`config.mk`:
```
export PLATFORM = sky130hd
export DESIGN_NAME = poly_job_scheduler
export DESIGN_NICKNAME = d
export VERILOG_FILES = /design/src/rtl/poly_job_scheduler.sv
export SDC_FILE = /design/constraint.sdc
export NUM_CORES = 1
export LEC_CHECK = 0
export BUFFER_PORTS_ARGS = -buffer_cell sky130_fd_sc_hd__buf_2
export CAP_MARGIN = 20
export CORE_ASPECT_RATIO = 0.7
export CORE_MARGIN = 2
export CORE_UTILIZATION = 52
export DETAILED_ROUTE_END_ITERATION = 12
export PLACE_DENSITY = 0.95
export SYNTH_ARGS = -nofsm -noshare
export SYNTH_HDL_FRONTEND = slang
export SYNTH_SLANG_ARGS = --single-unit
```
`constraint.sdc`:
```
create_clock -name clk -period 3.6 [get_ports clk]
set_input_delay 0.18 -clock clk [delete_from_list [all_inputs] [get_ports clk]]
set_output_delay 0.18 -clock clk [all_outputs]
set_load 0.01 [all_outputs]
```
`src/rtl/poly_job_scheduler.sv`:
```
`default_nettype none
// ============================================================================
// Module  : poly_job_scheduler
// Purpose : Round-robin job arbiter and fixed 9-step sequencer driving the
//           8-bit polynomial datapath to compute A*X^2+B*X+C per job.
// Rev     : 1.0  initial release
// ============================================================================
module poly_job_scheduler #(
  parameter  int N_REQ = 2,
  localparam int ID_W  = (N_REQ > 1) ? $clog2(N_REQ) : 1
) (
  input  logic                 clk,
  input  logic                 resetn,
  input  logic [N_REQ-1:0]     req_valid,
  output logic [N_REQ-1:0]     req_ready,
  input  logic [N_REQ*32-1:0]  req_job,
  output logic                 resp_valid,
  input  logic                 resp_ready,
  output logic [7:0]           resp_data,
  output logic [ID_W-1:0]      resp_id,
  output logic                 busy,
  output logic [7:0]           dp_data_in,
  output logic                 dp_ld_a,
  output logic                 dp_ld_b,
  output logic                 dp_ld_c,
  output logic                 dp_ld_x,
  output logic                 dp_ld_r,
  output logic                 dp_ld_alu_out,
  output logic [1:0]           dp_sel_a,
  output logic [1:0]           dp_sel_b,
  output logic                 dp_alu_op,
  input  logic [7:0]           dp_result
);

  typedef enum logic [3:0] {
    S_IDLE    = 4'd0,
    S_LD_A    = 4'd1,
    S_LD_B    = 4'd2,
    S_LD_C    = 4'd3,
    S_LD_X    = 4'd4,
    S_MUL_AX  = 4'd5,
    S_MUL_AXX = 4'd6,
    S_MUL_BX  = 4'd7,
    S_ADD_AB  = 4'd8,
    S_ADD_C   = 4'd9,
    S_CAPT    = 4'd10,
    S_RESP    = 4'd11
  } state_t;

  localparam logic [1:0] c_SEL_A = 2'd0;
  localparam logic [1:0] c_SEL_B = 2'd1;
  localparam logic [1:0] c_SEL_C = 2'd2;
  localparam logic [1:0] c_SEL_X = 2'd3;

  state_t          r_state;
  state_t          w_next;
  logic [ID_W-1:0] r_rr;
  logic [ID_W-1:0] r_id;
  logic [31:0]     r_job;
  logic [ID_W-1:0] w_grant;
  logic            w_grant_vld;
  logic            w_accept;

  // First valid requester at or after the round-robin pointer, wrapping.
  always_comb begin
    int idx;
    w_grant_vld = 1'b0;
    w_grant     = '0;
    idx         = 0;
    for (int k = 0; k < N_REQ; k++) begin
      idx = int'(r_rr) + k;
      if (idx >= N_REQ) idx = idx - N_REQ;
      if (!w_grant_vld && req_valid[idx]) begin
        w_grant_vld = 1'b1;
        w_grant     = ID_W'(idx);
      end
    end
  end

  assign w_accept  = (r_state == S_IDLE) && w_grant_vld;
  assign req_ready = w_accept ? (N_REQ'(1) << w_grant) : '0;

  always_comb begin
    w_next = r_state;
    case (r_state)
      S_IDLE:    if (w_accept) w_next = S_LD_A;
      S_LD_A:    w_next = S_LD_B;
      S_LD_B:    w_next = S_LD_C;
      S_LD_C:    w_next = S_LD_X;
      S_LD_X:    w_next = S_MUL_AX;
      S_MUL_AX:  w_next = S_MUL_AXX;
      S_MUL_AXX: w_next = S_MUL_BX;
      S_MUL_BX:  w_next = S_ADD_AB;
      S_ADD_AB:  w_next = S_ADD_C;
      S_ADD_C:   w_next = S_CAPT;
      S_CAPT:    w_next = S_RESP;
      S_RESP:    if (resp_ready) w_next = S_IDLE;
      default:   w_next = S_IDLE;
    endcase
  end

  // Datapath strobes decode from state only, so they never glitch on inputs.
  always_comb begin
    dp_data_in    = 8'd0;
    dp_ld_a       = 1'b0;
    dp_ld_b       = 1'b0;
    dp_ld_c       = 1'b0;
    dp_ld_x       = 1'b0;
    dp_ld_r       = 1'b0;
    dp_ld_alu_out = 1'b0;
    dp_sel_a      = c_SEL_A;
    dp_sel_b      = c_SEL_A;
    dp_alu_op     = 1'b0;
    resp_valid    = (r_state == S_RESP);
    busy          = (r_state != S_IDLE);
    case (r_state)
      S_LD_A: begin dp_ld_a = 1'b1; dp_data_in = r_job[31:24]; end
      S_LD_B: begin dp_ld_b = 1'b1; dp_data_in = r_job[23:16]; end
      S_LD_C: begin dp_ld_c = 1'b1; dp_data_in = r_job[15:8];  end
      S_LD_X: begin dp_ld_x = 1'b1; dp_data_in = r_job[7:0];   end
      S_MUL_AX, S_MUL_AXX: begin
        dp_ld_a = 1'b1; dp_ld_alu_out = 1'b1;
        dp_sel_a = c_SEL_A; dp_sel_b = c_SEL_X; dp_alu_op = 1'b1;
      end
      S_MUL_BX: begin
        dp_ld_b = 1'b1; dp_ld_alu_out = 1'b1;
        dp_sel_a = c_SEL_B; dp_sel_b = c_SEL_X; dp_alu_op = 1'b1;
      end
      S_ADD_AB: begin
        dp_ld_a = 1'b1; dp_ld_alu_out = 1'b1;
        dp_sel_a = c_SEL_A; dp_sel_b = c_SEL_B;
      end
      S_ADD_C: begin
        dp_ld_r = 1'b1;
        dp_sel_a = c_SEL_A; dp_sel_b = c_SEL_C;
      end
      default: ;
    endcase
  end

  always_ff @(posedge clk or negedge resetn) begin
    if (!resetn) begin
      r_state   <= S_IDLE;
      r_rr      <= '0;
      r_id      <= '0;
      r_job     <= '0;
      resp_data <= '0;
      resp_id   <= '0;
    end else begin
      r_state <= w_next;
      if (w_accept) begin
        r_job <= req_job[32*int'(w_grant) +: 32];
        r_id  <= w_grant;
        r_rr  <= (int'(w_grant) == N_REQ - 1) ? '0 : w_grant + ID_W'(1);
      end
      if (r_state == S_CAPT) begin
        resp_data <= dp_result;
        resp_id   <= r_id;
      end
    end
  end

endmodule
`default_nettype wire
```
**Word level (Yosys, flattened, before mapping)**

Index checks and enable logic that the tools add are counted.

- Bits in registers: 47
- Input port bits: 77
- Output and inout port bits: 32

- Add/subtract/negate cells: 4
- Order comparisons: 4
- Eq/ne operators: 13
- Shift-type cells: 2
- Multiplexer cells: 27
- Reductions and logical operators: 10

Operators by type and width:

| kind | count |
|---|---|
| $lt A32 B3 Y1 const B | 2 |
| $mux W32 | 2 |
| $shiftx A64 B7 Y32 | 1 |
| $pmux W4 S12 | 1 |
| $pmux W8 S4 | 1 |
| $mux W1 | 19 |
| $eq A4 B3 Y1 const B | 4 |
| $eq A4 B4 Y1 const B | 4 |
| $eq A4 B2 Y1 const B | 2 |
| $mux W4 | 2 |
| $reduce_or A4 Y1 | 2 |
| $pmux W2 S3 | 1 |
| $eq A4 B1 Y1 const B | 1 |
| $logic_not A4 Y1 | 1 |
| $reduce_bool A4 Y1 | 1 |
| $reduce_or A3 Y1 | 1 |
| $sub A1 B2 Y3 const B | 1 |
| $sub A2 B2 Y3 const B | 1 |
| $add A1 B1 Y2 const B | 1 |
| $ge A1 B2 Y1 const B | 1 |
| $ge A2 B2 Y1 const B | 1 |
| $logic_and A1 B1 Y1 | 2 |
| $mux W2 | 1 |
| $ne A2 B1 Y1 const B | 1 |
| other kinds (6) | 6 |

**Depth between registers and ports, before layout**

Gate-level depths: netlist of the first run.

- Word-level depth: 12
- Mapped depth: 6
- Depth with buffers taken out: 3

**Least setup slack after synthesis of the first run**

No wires, ideal clock.

- Path type: reg2out
- Start: reg r_state[3]
- End: out req_ready[0]
- Arrival time: 1,555 ps
- Required time: 3,420 ps
- Setup slack: 1,865 ps
- Stages on the path, launching flop included: 7
- Path buffers: 3
- Cells stage by stage: dfrtp_1 > buf_2 > nor4_4 > o21a_1 > buf_4 > buf_6 > o21a_1

- Longest elaborated chain between the ends: 3

Ends and longest elaborated chain:

| what | RTL line | source |
|---|---|---|
| from (decl) | 55 | `state_t r_state;` |
| from (signal assigned) | 150 | `r_state <= w_next;` |
| $logic_not A4 Y1 | 80 | `assign w_accept = (r_state == S_IDLE) && w_grant_vld;` |
| $logic_and A1 B1 Y1 | 80 |  |
| $mux W2 | 81 | `assign req_ready = w_accept ? (N_REQ'(1) << w_grant) : '0;` |
| to (decl) | 15 | `output logic [N_REQ-1:0] req_ready,` |

No other way between the ends.

**Final worst setup path of the first run**

- Start: reg r_state[3]
- End: out req_ready[1]

The elaborated chain is that of the path after synthesis.

==> results of run 1 <==
kinds of logic (layout without fill, tap and decap cells):
family,after synthesis,after routing,synth area share
flops,47,47,0.4403
buf+inv,37,127,0.06651
compound gates,103,103,0.3780
mux,11,11,0.04543
other cells,1,1,0.001404
xor+xnor,1,1,0.003279
simple gates,28,28,0.06511
cells in the final DEF, fill, tap and decap left out, types with 2 or more instances in the layout:
| cell | n |
|---|---|
| nand2_1 | 2 |
| o22ai_1 | 7 |
| nor2b_1 | 4 |
| o32ai_1 | 35 |
| mux2i_1 | 2 |
| buf_4 | 4 |
| mux2_2 | 9 |
| buf_2 | 107 |
| or2_2 | 2 |
| clkbuf_8 | 7 |
| a2bb2oi_1 | 4 |
| a21oi_1 | 5 |
| o31ai_1 | 2 |
| a2bb2oi_2 | 28 |
| nand2b_1 | 3 |
| a211oi_1 | 2 |
| nor3b_1 | 3 |
| nor2_1 | 8 |
| a22oi_1 | 14 |
| dfrtp_1 | 47 |
| inv_1 | 5 |
state kept, by name (all words and copies together) (netlist names):
signal and count:
r_job 32, resp_data 8, r_state 4, r_rr 1
resp_id 1, r_id 1
cell usage after synthesis (all sizes together):
| library cell | instances |
|---|---|
| clkbuf | 19 |
| nor3 | 1 |
| mux2i | 2 |
| dfrtp | 47 |
| a22oi | 14 |
| buf | 12 |
| nor2 | 8 |
| nor4 | 1 |
| nor2b | 5 |
| nand2 | 2 |
| a31oi | 1 |
| a21oi | 5 |
| nand2b | 3 |
| o31ai | 2 |
| a2bb2oi | 32 |
| o32ai | 35 |
| o22ai | 7 |
| conb | 1 |
| a211oi | 2 |
| or2 | 2 |
| mux2 | 9 |
| a21bo | 1 |
| clkinv | 1 |
| nor3b | 3 |
| inv | 5 |
| o21a | 2 |
| or4 | 1 |
| and3b | 1 |
| xor2 | 1 |
| o21ai | 1 |
| o21bai | 1 |
| nor4b | 1 |
per-stage QoR:
stage	std cells	hold slack, ps
after floorplan	228	-115.6
after global placement	377	387.2
after detailed placement	377	399.0
after CTS	385	70.17
after global routing	387	107.7
final	387	106.4
power by group:
group | switching (mW) | internal [mW] | total, mW
Sequential | 0.273 | 0.786 | 1.06
Clock | 0.180 | 0.175 | 0.355
Combinational | 0.706 | 0.742 | 1.45
Total | 1.16 | 1.70 | 2.86
how the worst max path moves through the flow:
stage | endpoint | slack [ps] | cells after the start
global route | req_ready[1] | 990 | 4
CTS | req_ready[1] | 1150 | 4
floorplan | req_ready[0] | 1860 | 6
finish | req_ready[1] | 1130 | 4
global placement | req_ready[1] | 1570 | 4
detailed placement | req_ready[1] | 1510 | 4
metal layers:
metal | vias to the layer above | wire length, microns | track usage
li1 | 1084 | - | -
met1 | 1136 | 2793 | 0.3275
met2 | 108 | 3179 | 0.3686
met3 | 9 | 510 | 0.04134
met4 | 0 | 70 | 0.07463
met5 | - | 0 | 0
cell type report:
class | count | share of cell area
clock buffer | 7 | 0.02914
multi-input combinational | 144 | 0.3997
clock inverter | 1 | 0.002271
sequential | 47 | 0.3558
timing repair buffer | 113 | 0.1802
inverter | 6 | 0.006813
tap | 69 | 0.02612
worst max-delay path, cell delays in order (launching register included):
cell     delay (ps)
dfrtp_1         630
nor4_4          360
buf_4           500
nor3b_1         290
buf_2           200
==> results.cfg, run 1 <==
[sta]
final_max_slew_viol_count = 0
max_freq_mhz = 405.4
hold_viol_final = 0
worst_slack_ps = 1133
finalClockSkew_ps = 6.969
rsz0062_at_grt = false
finalSetupTns_ps = 0
tightest_slew_ps = 869.2
min_period_ps = 2467
setup-violations-final = 0
fin_crit_sh = 0.6852
relSlewSlack = 0.4170

[grt]
grt_overflow = 0
antenna_found_initial = 0
grt_pass1_vias = 2175
grt_pass1_wl_mm = 10.34
track_usage = 0.2342
grt_max_degree = 48

[synthesis]
yosysTopAreaCell = dfrtp_1
syn_area_per_cell_sq_um = 11.72
yosysSeqAreaShare = 0.4403
syn-cell-area_sq_um = 2671
synth.distinct_cells = 35
ys_warn_count = 0
ys_seq_elements = 47
syn_inst = 228
synth_area_leaders = dfrtp_1 44%, a2bb2oi_2 16%, o32ai_1 11%
synthesis.nets = 305
synth_top_area_share = 0.4403

[power]
p_per_area_nw_per_um2 = 865.7
peakVddDrop_uv = 567.2
power.total_mw = 2.862
leakage_nw = 1.428

[worst_hold_path]
hold_path_class = input port to register
min_to = resp_data[0]
worstHoldStart = dp_result[0]
hold_depth = 2

[die]
die_w_microns = 89.67
die_y_microns = 63.97
coreArea_sq_um = 4861
start_util = 0.5495
row_count = 21
dieArea_sq_um = 5735
io_pins = 109

[placement]
dp_slack_ps = 1508
gp_congestion = 0.8290
io_buffers = 107
placed_area_sq_um = 3172
detailed_place_hpwl_mm = 4.685

[cts]
clock_sinks = 47
cts_hold_buf = 0
postCtsSetupBuffers = 0
clk-insertion-delay-late_ps = 310
numCtsBuffers = 5
h-tree-depth = 2
tritoncts = built
cts_max_path_buffers = 2
cts_root_buf = clkbuf_8
clk_pin_slew_ps = 90
cts_resized = 0

[route]
drt_first_pass_iters = 4
drtIter0Drc = 130
drt_wl_total_mm = 6.553
vias = 2337
vias_per_cell = 6.039
drc = 0
final_antenna_net_count = 0
routedWlPerCell_microns = 16.93

[setup_path]
cp_max_fo = 36
r2r_end = r_job[1]
cp-start-kind = register
crit_arrival_ps = 2290
worstPathRequired_ps = 3420
r2r_cells = 4
endpoint_kind = primary output
crit_path_start = r_state[3]
path_class = register to primary output
reg2reg_slack_ps = 1480
rr_startpoint = r_state[3]

[cells_and_area]
syn_to_final_growth_pct = 23.75
nets = 394
fillers = 373
antennaDiodeCount = 0
multi_input_area_sq_um = 1321
postLayoutCoreUtil = 0.6801
seq_area_sq_um = 1176
final_cell_area_sq_um = 3306
drive_gt1_frac = 0.5126

[run]
cap_violations = 0

[run_status]
status = finished clean
Power figures use the tool's default switching activity.
==> inputs of run 2 (changes only) <==
--- a/config.mk
+++ b/config.mk
@@ -5,13 +5,14 @@
 export SDC_FILE = /design/constraint.sdc
 export NUM_CORES = 1
 export LEC_CHECK = 0
+export ABC_AREA = 1
 export BUFFER_PORTS_ARGS = -buffer_cell sky130_fd_sc_hd__buf_2
 export CAP_MARGIN = 20
 export CORE_ASPECT_RATIO = 0.7
 export CORE_MARGIN = 2
-export CORE_UTILIZATION = 52
+export CORE_UTILIZATION = 49
 export DETAILED_ROUTE_END_ITERATION = 12
-export PLACE_DENSITY = 0.95
+export PLACE_DENSITY = 0.92
 export SYNTH_ARGS = -nofsm -noshare
 export SYNTH_HDL_FRONTEND = slang
 export SYNTH_SLANG_ARGS = --single-unit
==> constraint.sdc (replaced) <==
create_clock -name clk -period 2.42 [get_ports clk]
set_input_delay 0.121 -clock clk [delete_from_list [all_inputs] [get_ports clk]]
set_output_delay 0.121 -clock clk [all_outputs]
set_load 0.01 [all_outputs]
==> run 2 against run 1 <==
Sequential cell count is the same; clock power increased by 92%; cell area up 4.1%; synthesized area grew 2.5%; clock skew decreased by 4.1 ps; via count rose by 22%; sequential share of layout area decreased by 1.4 points; synthesized cell count increased by 82%; final cell count grew 52%; first-iteration DRC count rose by 47%; non-clock buffer count shrank 1; clock-buffer cell count decreased by 2; critical endpoint is now dp_data_in[3]; largest power group unchanged.
==> results.cfg, run 2 <==
[run_status]
status = finished clean

[worst_hold_path]
hold_path_class = input port to register
worstHoldStart = dp_result[3]

[cts]
clk-insertion-delay-late_ps = 300
clk_pin_slew_ps = 90
tritoncts = built
cts_max_path_buffers = 2
clock_sinks = 47
cts_resized = 0
h-tree-depth = 2
cts_root_buf = clkbuf_8
numCtsBuffers = 5

[placement]
gp_congestion = 0.8981
io_buffers = 107
detailed_place_hpwl_mm = 5.225

[route]
drt_wl_total_mm = 7.055
drt_first_pass_iters = 4
vias_per_cell = 4.832
vias = 2851
drc = 0
drtIter0Drc = 191
routedWlPerCell_microns = 11.96
final_antenna_net_count = 0

[synthesis]
synth_top_area_share = 0.4294
yosysTopAreaCell = dfrtp_1
ys.flop_type = dfrtp_1
yosysSeqAreaShare = 0.4294
netlist_top_cells_count = 238 x nand2_1, 47 x dfrtp_1, 35 x nand3_1
synth_area_leaders = dfrtp_1 43%, nand2_1 33%, nand3_1 6.4%
synth_edf_count = 0
yosysMostFrequentCell = nand2_1
ys_seq_elements = 47
synthesis.nets = 493
syn_inst = 416
async_reset_ff_frac = 1.000
synth.distinct_cells = 23
syn-cell-area_sq_um = 2739
syn_area_per_cell_sq_um = 6.584
ys_warn_count = 0

[grt]
grt_max_degree = 48
track_usage = 0.2372
grt_overflow = 0
grt_pass1_vias = 2550
grt_pass1_wl_mm = 11.42
antenna_found_initial = 0

[cells_and_area]
final_common_cell = nand2_1
nets = 594
drive_gt1_frac = 0.2645
fillers = 483
regMostFlops = r_job
seq_area_sq_um = 1176
final_cell_mix = 238 x nand2_1, 107 x buf_2, 47 x dfrtp_1
syn_to_final_growth_pct = 25.67
multi_input_area_sq_um = 1310
reg_top3 = r_job (32), resp_data (8), r_state (4)
antennaDiodeCount = 0
postLayoutCoreUtil = 0.6479
largest_reg_flops = 32

[sta]
setup-violations-final = 0
rsz0062_at_grt = false
finalSetupTns_ps = 0
max_freq_mhz = 511.8
hold_viol_final = 0
fin_crit_sh = 0.8073
min_period_ps = 1954
finalClockSkew_ps = 2.846
final_max_slew_viol_count = 0

[power]
leakage_nw = 2.124
p_per_area_nw_per_um2 = 1101
peakVddDrop_uv = 342.1

[setup_path]
worstPathRequired_ps = 2300
r2r_end = r_job[22]
cp-start-kind = register
crit_arrival_ps = 1830
crit_end = dp_data_in[3]
rr_startpoint = r_state[3]
cp_max_fo = 9
crit_path_start = r_state[3]
path_class = register to primary output
reg2reg_slack_ps = 750
r2r_cells = 7
endpoint_kind = primary output

[run]
cap_violations = 0

[die]
die_y_microns = 66.55
row_count = 22
io_pins = 109
coreArea_sq_um = 5313
start_util = 0.5155
die_w_microns = 93.36
dieArea_sq_um = 6213
==> run 2: changes by cell type in the layout (fill, tap and decap cells not counted), sizes merged, moves of 9 or more <==
cell / delta
mux2: -9
nand2: +242
nand3: +36
a2bb2oi: -32
inv: +32
o21ai: +13
o32ai: -35
a22oi: -14
==> run 2: final cells by class <==
type                    instances  share of cell area
inverters                      37             0.04108
flip-flops and latches         47              0.3417
multi-input cells             314              0.3806
clock buffers                   5             0.01999
clock inverters                 3             0.01963
well taps                      72             0.02617
repair buffers                112              0.1708
==> run 2: cells by family after synthesis <==
| logic type | share of synthesized area |
|---|---|
| flops | 0.4294 |
| buf+inv | 0.09228 |
| simple gates | 0.4399 |
| compound gates | 0.03700 |
| other cells | 0.001369 |
==> run 2: worst min path at each step <==
stage	endpoint	slack [ps]	cells after the start
2_1_floorplan	r_id	-170	0
3_3_place_gp	resp_data[6]	340	1
3_5_place_dp	resp_data[6]	350	1
5_1_grt	resp_data[3]	60	3
6_report	resp_data[3]	60	3
4_1_cts	r_state[2]	20	1
==> run 2: what timing repair did <==
action	CTS	global route
endpoints found under the hold margin	0	17
hold buffers	0	1
setup buffers	0	0
==> run 2: per-stage QoR <==
stage                     setup WS, ps  cells  instance area [sq um]  total power, mW  hold slack, ps
after floorplan                   1131    416                   2739            2.540          -174.6
after global placement           876.5    580                   3276            3.017           339.0
after detailed placement         788.1    580                   3276            3.104           354.5
after CTS                        472.3    588                   3412            3.794           18.07
after global routing             371.1    590                   3442            4.104           59.13
final                            466.3    590                   3442            3.790           59.78
==> run 2: where the power goes <==
part,switching [mW],internal [mW]
Sequential,0.222,1.14
Clock,0.270,0.412
Combinational,1.13,0.613
Total,1.62,2.17
==> run 2: critical path, cell delays in order (launching register included) <==
cell and delay [ps]:
dfrtp_1 430, inv_2 90, nand2_1 130, nor2_2 420, nand2_1 110, nand2_1 90
inv_1 50, nand2_1 80, buf_2 130
==> run 2: layer usage <==
metal | GRT usage | wire length (microns)
met5 | 0 | 0
met2 | 0.4038 | 3416
met4 | 0.07537 | 118
met3 | 0.04638 | 411
met1 | 0.3077 | 3109
